===== config.mk =====
export PLATFORM = sky130hd
export DESIGN_NAME = can_tx_scheduler_flat
export DESIGN_NICKNAME = d
export VERILOG_FILES = /design/src/rtl/can_tx_scheduler_if.sv /design/src/rtl/can_tx_scheduler.sv /design/src/flat_wrapper.sv
export SDC_FILE = /design/constraint.sdc
export NUM_CORES = 1
export LEC_CHECK = 0
export CORE_UTILIZATION = 45
export DETAILED_ROUTE_END_ITERATION = 10
export GPL_TIMING_DRIVEN = 0
export PLACE_DENSITY = 0.74
export SKIP_LAST_GASP = 1
export SLEW_MARGIN = 15
export SYNTH_ARGS = -nofsm -noshare
export SYNTH_HDL_FRONTEND = slang
export SYNTH_SLANG_ARGS = --single-unit

===== constraint.sdc =====
create_clock -name clk -period 18.5 [get_ports clk]
set_input_delay 2.775 -clock clk [delete_from_list [all_inputs] [get_ports clk]]
set_output_delay 2.775 -clock clk [all_outputs]
set_load 0.02 [all_outputs]

===== src/rtl/can_tx_scheduler_if.sv =====
// can_tx_scheduler_if: requester/transmitter signals of the multi-mailbox CAN transmit scheduler.
interface can_tx_scheduler_if #(parameter int NUM_MB = 4);
    logic [NUM_MB-1:0]    mb_load;
    logic [11*NUM_MB-1:0] mb_id;
    logic [32*NUM_MB-1:0] mb_data;
    logic [NUM_MB-1:0]    mb_pending;
    logic [NUM_MB-1:0]    mb_done;
    logic [NUM_MB-1:0]    mb_error;
    logic [10:0]          address;
    logic [31:0]          data;
    logic                 send_data;
    logic                 tx_done;
    logic                 tx_arb_lost;
    modport master (
        output mb_load, mb_id, mb_data, tx_done, tx_arb_lost,
        input  mb_pending, mb_done, mb_error, address, data, send_data
    );
    modport slave (
        input  mb_load, mb_id, mb_data, tx_done, tx_arb_lost,
        output mb_pending, mb_done, mb_error, address, data, send_data
    );
endinterface


===== src/rtl/can_tx_scheduler.sv =====
// can_tx_scheduler: holds NUM_MB pending CAN frames, feeds the lowest ID to tx_container,
// retries on arbitration loss and reports per-mailbox done/error pulses.
module can_tx_scheduler #(
    parameter int NUM_MB    = 4,
    parameter int SEND_HOLD = 1024,
    parameter int MAX_RETRY = 8,
    parameter int TIMEOUT   = 65535
) (
    input  logic               clk,
    input  logic               rst,
    can_tx_scheduler_if.slave  bus
);
    localparam int IW = $clog2(NUM_MB);
    localparam int CW = $clog2(SEND_HOLD + 1);
    localparam int RW = $clog2(MAX_RETRY + 1);
    localparam int TW = $clog2(TIMEOUT + 1);
    typedef enum logic [1:0] {IDLE, SELECT, START, WAIT} state_t;
    state_t            state_q;
    logic [NUM_MB-1:0] pend_q, done_q, err_q;
    logic [10:0]       id_q  [NUM_MB];
    logic [31:0]       pay_q [NUM_MB];
    logic [IW-1:0]     act_q, sel_d, busy_d;
    logic [10:0]       best_d, addr_q;
    logic [31:0]       dat_q;
    logic              found_d, send_q;
    logic [CW-1:0]     hold_q;
    logic [RW-1:0]     retry_q;
    logic [TW-1:0]     timer_q;
    // strict '<' keeps the lowest index on equal IDs
    always_comb begin
        sel_d   = '0;
        best_d  = '1;
        found_d = 1'b0;
        for (int i = 0; i < NUM_MB; i++) begin
            if (pend_q[i] && (!found_d || id_q[i] < best_d)) begin
                sel_d   = IW'(i);
                best_d  = id_q[i];
                found_d = 1'b1;
            end
        end
        busy_d = (state_q == SELECT) ? sel_d : act_q;
    end
    always_ff @(posedge clk) begin
        if (!rst) begin
            state_q <= IDLE;
            pend_q  <= '0;
            done_q  <= '0;
            err_q   <= '0;
            act_q   <= '0;
            addr_q  <= '0;
            dat_q   <= '0;
            send_q  <= 1'b0;
            hold_q  <= '0;
            retry_q <= '0;
            timer_q <= '0;
            for (int i = 0; i < NUM_MB; i++) begin
                id_q[i]  <= '0;
                pay_q[i] <= '0;
            end
        end else begin
            done_q <= '0;
            err_q  <= '0;
            for (int i = 0; i < NUM_MB; i++) begin
                if (bus.mb_load[i] && !(state_q != IDLE && busy_d == IW'(i))) begin
                    pend_q[i] <= 1'b1;
                    id_q[i]   <= bus.mb_id[11*i +: 11];
                    pay_q[i]  <= bus.mb_data[32*i +: 32];
                end
            end
            case (state_q)
                IDLE: if (|pend_q) state_q <= SELECT;
                SELECT: begin
                    act_q   <= sel_d;
                    addr_q  <= id_q[sel_d];
                    dat_q   <= pay_q[sel_d];
                    hold_q  <= '0;
                    state_q <= START;
                    if (sel_d != act_q) retry_q <= '0;
                end
                START: begin
                    if (hold_q == CW'(SEND_HOLD)) begin
                        send_q  <= 1'b0;
                        timer_q <= '0;
                        state_q <= WAIT;
                    end else begin
                        send_q <= 1'b1;
                        hold_q <= hold_q + 1'b1;
                    end
                end
                WAIT: begin
                    if (bus.tx_done) begin
                        pend_q[act_q] <= 1'b0;
                        done_q[act_q] <= 1'b1;
                        retry_q       <= '0;
                        state_q       <= IDLE;
                    end else if (bus.tx_arb_lost && retry_q < RW'(MAX_RETRY)) begin
                        retry_q <= retry_q + 1'b1;
                        state_q <= SELECT;
                    end else if (bus.tx_arb_lost || timer_q == TW'(TIMEOUT - 1)) begin
                        pend_q[act_q] <= 1'b0;
                        err_q[act_q]  <= 1'b1;
                        retry_q       <= '0;
                        state_q       <= IDLE;
                    end else begin
                        timer_q <= timer_q + 1'b1;
                    end
                end
                default: state_q <= IDLE;
            endcase
        end
    end
    assign bus.mb_pending = pend_q;
    assign bus.mb_done    = done_q;
    assign bus.mb_error   = err_q;
    assign bus.address    = addr_q;
    assign bus.data       = dat_q;
    assign bus.send_data  = send_q;
endmodule


===== src/flat_wrapper.sv =====
// flat-port wrapper written by rule: the top's interface ports become plain ports
module can_tx_scheduler_flat 
#(
    parameter int NUM_MB    = 4,
    parameter int SEND_HOLD = 1024,
    parameter int MAX_RETRY = 8,
    parameter int TIMEOUT   = 65535
)
  (clk, rst, bus_mb_load, bus_mb_id, bus_mb_data, bus_tx_done, bus_tx_arb_lost, bus_mb_pending, bus_mb_done, bus_mb_error, bus_address, bus_data, bus_send_data);
  can_tx_scheduler_if #(.NUM_MB(NUM_MB)) bus_i ();
  input  logic clk;
  input  logic rst;
  input wire logic [$bits(bus_i.mb_load)-1:0] bus_mb_load;
  input wire logic [$bits(bus_i.mb_id)-1:0] bus_mb_id;
  input wire logic [$bits(bus_i.mb_data)-1:0] bus_mb_data;
  input wire logic [$bits(bus_i.tx_done)-1:0] bus_tx_done;
  input wire logic [$bits(bus_i.tx_arb_lost)-1:0] bus_tx_arb_lost;
  output wire logic [$bits(bus_i.mb_pending)-1:0] bus_mb_pending;
  output wire logic [$bits(bus_i.mb_done)-1:0] bus_mb_done;
  output wire logic [$bits(bus_i.mb_error)-1:0] bus_mb_error;
  output wire logic [$bits(bus_i.address)-1:0] bus_address;
  output wire logic [$bits(bus_i.data)-1:0] bus_data;
  output wire logic [$bits(bus_i.send_data)-1:0] bus_send_data;
  assign bus_i.mb_load = bus_mb_load;
  assign bus_i.mb_id = bus_mb_id;
  assign bus_i.mb_data = bus_mb_data;
  assign bus_i.tx_done = bus_tx_done;
  assign bus_i.tx_arb_lost = bus_tx_arb_lost;
  assign bus_mb_pending = bus_i.mb_pending;
  assign bus_mb_done = bus_i.mb_done;
  assign bus_mb_error = bus_i.mb_error;
  assign bus_address = bus_i.address;
  assign bus_data = bus_i.data;
  assign bus_send_data = bus_i.send_data;
  can_tx_scheduler #(.NUM_MB(NUM_MB), .SEND_HOLD(SEND_HOLD), .MAX_RETRY(MAX_RETRY), .TIMEOUT(TIMEOUT)) u_core (.clk(clk), .rst(rst), .bus(bus_i));
endmodule

Word-level counts from Yosys, hierarchy flattened

Memory sizes are Yosys's and may differ from the RTL's. A register that Yosys moved wholly into a read port is not among the register bits.
Index checks and enable logic that the tools add are counted.

Output and inout port bits: 56
Register bits after elaboration: 48
Logic and storage cells: 153
Memories kept: 2
Memory bits (writable): 172

Memory list:

| name         | depth | bits a word | rd ports | clocked after Yosys merged registers in | write ports | line                   | RTL |
|---|---|---|---|---|---|---|---|
| u_core.pay_q | 4     | 32          | 1        | 1                                       | 4           | can_tx_scheduler.sv:21 | `logic [31:0] pay_q [NUM_MB];` |
| u_core.id_q  | 4     | 11          | 5        | 1                                       | 4           | can_tx_scheduler.sv:20 | `logic [10:0] id_q [NUM_MB];` |

Bitwise operators: 13
Magnitude comparators: 6
$add $sub $neg: 3
Equal/unequal tests: 17
Reductions and logical operators: 39
Multiplexer cells: 64

Operators with widths:

| cell                                           | count |
|---|---|
| 2-to-1 mux 32 bit                              | 4 |
| 2-to-1 mux 11 bit                              | 8 |
| 2-to-1 mux 16 bit                              | 4 |
| < comparator 11 bit                            | 3 |
| 2-to-1 mux 4 bit                               | 8 |
| case mux 16 bit (2 select lines)               | 1 |
| 2-to-1 mux 1 bit                               | 27 |
| case mux 11 bit (2 select lines)               | 1 |
| adder 16 x 1 -> 16 bit (second input constant) | 1 |
| == test 16 bit (second input constant)         | 1 |
| 2-to-1 mux 2 bit                               | 8 |
| logical AND 1 bit                              | 13 |
| adder 11 x 1 -> 11 bit (second input constant) | 1 |
| == test 11 bit (second input constant)         | 1 |
| != test 2 bit (second input constant)          | 5 |
| logical NOT 1 bit                              | 9 |
| AND reduction 3 bit                            | 3 |
| == test 2 bit (second input constant)          | 4 |
| OR 1 bit                                       | 8 |
| case mux 2 bit (4 select lines)                | 1 |
| case mux 4 bit (2 select lines)                | 1 |
| nonzero test 2 bit                             | 4 |
| AND reduction 5 bit                            | 1 |
| OR reduction 5 bit                             | 1 |
| other kinds (16)                               | 24 |

Depth between registers and ports, before layout

An unclocked memory read counts as a cell.

Word-level depth: 26
Mapped depth: 33
Depth with buffers taken out: 26

Worst setup path before layout

OpenSTA, ideal clock, no wires.

Kind: register to register
Start: register u_core.pend_q[0], in the netlist u_core.bus.mb_pending[0]
End: memory u_core.id_q[0][0], enable pin
Path buffers: 6
Setup time: 0.399 ns
Stages on the path, launching flop included: 32
Arrival: 7.023 ns
Slack: 11.078 ns
Path through: dfxtp_1 > buf_4 > clkbuf_1 > nor2b_1 > ha_1 > a21o_1 > nand3_1 > nand4b_1 > o32a_1 > buf_2 > clkbuf_1 > o22ai_1 > ha_1 > a211oi_1 > o211ai_1 > a22oi_1 > or2_1 > o221a_4 > clkbuf_1 > nand2_1 > o21a_1 > ha_1 > a21oi_1 > o221ai_1 > a21oi_1 > o221a_2 > a31oi_1 > o21ai_4 > nor3b_1 > o21bai_1 > clkbuf_1 > a21o_1

RTL lines:

| element                         | line                   | RTL |
|---|---|---|
| start, declared                 | can_tx_scheduler.sv:19 | `logic [NUM_MB-1:0] pend_q, done_q, err_q;` |
| start signal, assigned          | can_tx_scheduler.sv:46 | `pend_q <= '0;` |
| start signal, assigned by index | can_tx_scheduler.sv:65 | `pend_q[i] <= 1'b1;` |
| start signal, assigned by index | can_tx_scheduler.sv:92 | `pend_q[act_q] <= 1'b0;` |
| end, declared                   | can_tx_scheduler.sv:20 |  |

==> impl_metrics.yaml <==
cts:
  cts-root-buf: "clkbuf_16"
  cts_buffers: 28
  clock-sinks: 263
  h-tree-depth: 1
  cts_resized: 0
  cts_tree: "built"
  path_clk_slew_ns: 0.07
  clk_path_buf_depth: 3
  cts_hold_buf: 0
  insertion_delay_ns: 0.58
  cts_setup_buffers: 0
setup_path:
  crit_arrival_ns: 8.99
  cp-end-kind: "flip-flop"
  required_ns: 18.73
  r2r-end: "u_core.pay_q[0][30]"
  crit_top_cell: "clkbuf_1"
  critPathKind: "reg2reg"
  cp_max_fo: 32
  max_stage_delay_ns: 0.68
  critical_path_depth: 31
  rr_worst_depth: 31
  slowest_stage: "o21bai_1"
  cp-start-kind: "flip-flop"
  reg2reg_slack_ns: 9.74
  crit_family: "compound AO/OA/AOI/OAI gates"
  reg2reg_from: "u_core.bus.mb_pending[0]"
  critPathBufInv: 7
timing:
  layout_setup_ws_ns: 9.74
  finalMaxSlewViolations: 0
  fin_crit_sh_pct: 47.4
  timing.fmax_mhz: 114
  clock_skew_ns: 0.0530
  relSlewSlack_pct: 39.7
  layout_min_cycle_time_ns: 8.76
  rsz0062_at_grt: "no"
  tns_ns: 0
  hold_slack_ns: 0.453
  tightest_slew_ns: 0.897
  setup_viol: 0
  hold_violations: 0
routing:
  drt_iter0_markers: 1026
  wl_um: 37500
  dr_total_vias: 10376
  drc: 0
  via_per_inst: 6.00
  dr.pass1.iters: 6
  wl_per_cell_um: 21.7
  drtAntennaViolNets: 0
power_and_ir_drop:
  p_total_mw: 2.16
  ir_drop_uv: 107
  leakagePower_nw: 6.39
  power_density_nw_per_um2: 134
synth:
  syn-num-nets: 1313
  ys_seq_area_share_pct: 57.0
  synth-seq-cells: 263
  synth_ff_type: "edfxtp_1"
  async_reset_ff_share_pct: 0
  ys_types: 67
  synth_cells: 1095
  avgSynthCellArea_um2: 11.2
  synth_area_um2: 12300
  synth-edff-count: 172
  yosysWarnings: 0
floorplanning:
  rows: 60
  coreArea_um2: 26900
  pin_count: 236
  die_height_um: 167
  fp.dieW_um: 167
  dieArea_um2: 27900
  start_util_pct: 45.6
placement:
  place.gp.congestion: 0.959
  post-place-ws_ns: 10.08
  dp_hpwl_um: 27300
  port_buffers: 235
flow_run:
  cap_violations: 0
hold_path:
  min_path_cells: 2
  hold_path_end: "u_core.bus.send_data"
  min_from: "u_core.bus.send_data"
  hp-class: "reg2reg"
cells_and_area:
  drive_gt1_share_pct: 5.19
  mostFrequentLayoutCells: "clkdlybuf4s50_1, and3_1, edfxtp_1, dfxtp_1, clkbuf_1"
  area_delta_synth_final_pct: 31.2
  final_util_pct: 59.9
  layout_commonest_cell: "clkdlybuf4s50_1"
  layout.nets: 1582
grt:
  gr-total-overflow: 0
  grt_pass1_vias: 10133
  grt_max_degree: 33
  antenna_found_initial: 3
  grt_pass1_wl_um: 56400
  gr-usage-all-layers_pct: 26.3
outcome:
  outcome: "complete, no violations"
==> registers in the layout, summed over array words and instances (netlist names) <==
name / count
u_core.act_q: 2
u_core.bus.address: 11
u_core.bus.data: 32
u_core.bus.mb_done: 4
u_core.bus.mb_error: 4
u_core.bus.mb_pending: 4
u_core.bus.send_data: 1
u_core.hold_q: 11
u_core.id_q: 44
u_core.pay_q: 128
u_core.retry_q: 4
u_core.state_q: 2
u_core.timer_q: 16
==> worst max-delay path by stage <==
stage	start	endpoint	slack (ns)
final	u_core.bus.mb_pending[0]	u_core.pay_q[0][30]	9.74
after global routing	u_core.bus.mb_pending[0]	u_core.pay_q[0][24]	9.11
after CTS	u_core.bus.mb_pending[0]	u_core.pay_q[0][30]	9.99
after detailed placement	u_core.bus.mb_pending[0]	u_core.pay_q[0][5]	10.08
after global placement	u_core.bus.mb_pending[0]	u_core.pay_q[0][18]	9.41
after floorplan	u_core.bus.mb_pending[0]	u_core.id_q[0][0]	11.08
==> synthesized netlist by cell type, types with 3 or more instances <==
library cell  number  area share, %
a211o_1            3           0.21
a211oi_1           6           0.37
a21o_1             3           0.18
a21oi_1           70            2.9
a221oi_1          43            3.1
a311oi_1           4           0.29
a41oi_1            3           0.21
and2_0             3           0.15
and2_1             3           0.15
and3_1           177            9.0
and4_1             4           0.29
buf_1              3          0.092
buf_6              4           0.37
clkbuf_1          77            2.4
dfxtp_1           91             15
edfxtp_1         172             42
ha_1              38            3.9
inv_1             15           0.46
nand2_1           46            1.4
nand2b_1           7           0.36
nand3_1           17           0.69
nand3b_1          37            2.3
nand4_1           12           0.61
nand4b_1           3           0.21
nor2_1            35            1.1
nor2b_1           12           0.61
nor3_1             5           0.20
o211ai_1          37            2.3
o21a_1            13           0.80
o21ai_0           65            2.7
o221ai_1          12           0.86
o22ai_1            9           0.46
or2_2              3           0.15
or3_1              6           0.31
xor2_1            15            1.1
==> layout make-up <==
type	count	area (µm²)
diodes	3	7.51
plain buffers	88	370
clock buffers	38	748
clock inverters	14	183
fillers	2168	10800
inverters	16	60.1
multi-input cells	728	4860
flip-flops and latches	263	6990
well taps	341	427
repair buffers	239	2450
==> logic make-up (layout without fill, tap and decap cells) <==
| group | after synthesis | count (layout) | synth area share [%] |
|---|---|---|---|
| flip-flops | 263 | 263 | 57.0 |
| multiplexers | 2 | 2 | 0.194 |
| AO/OA/AOI/OAI | 290 | 290 | 15.9 |
| buffers and inverters | 104 | 395 | 3.51 |
| adder cells (fa/ha/maj) | 38 | 38 | 3.88 |
| AND/OR/NAND/NOR | 382 | 382 | 18.4 |
| other | 0 | 3 | 0 |
| XOR/XNOR | 16 | 16 | 1.14 |
==> power by group <==
group	switching (mW)	total [mW]	internal [mW]
registers	0.0662	0.819	0.753
clock network	0.237	0.565	0.328
logic	0.479	0.777	0.298
==> through the flow <==
stage                     instances  area [µm²]
after global placement         1671       15000
after floorplan                1095       12300
after CTS                      1727       16100
after detailed placement       1675       15100
final                          1730       16100
after global routing           1730       16100
==> metal layers <==
metal  share of wire [%]  GRT usage, %  vias up
met3                 9.0          5.11       96
met5                   0             0        -
li1                    -             -     4778
met2                  48          43.7      565
met1                  40          34.0     4937
met4                 3.8          10.1        0
==> tightest hold or removal path: stages (launching register included) <==
cell and delay [ns]:
dfxtp_1 0.31, nand2_1 0.05, a21oi_1 0.05
Power figures use the tool's default switching activity.
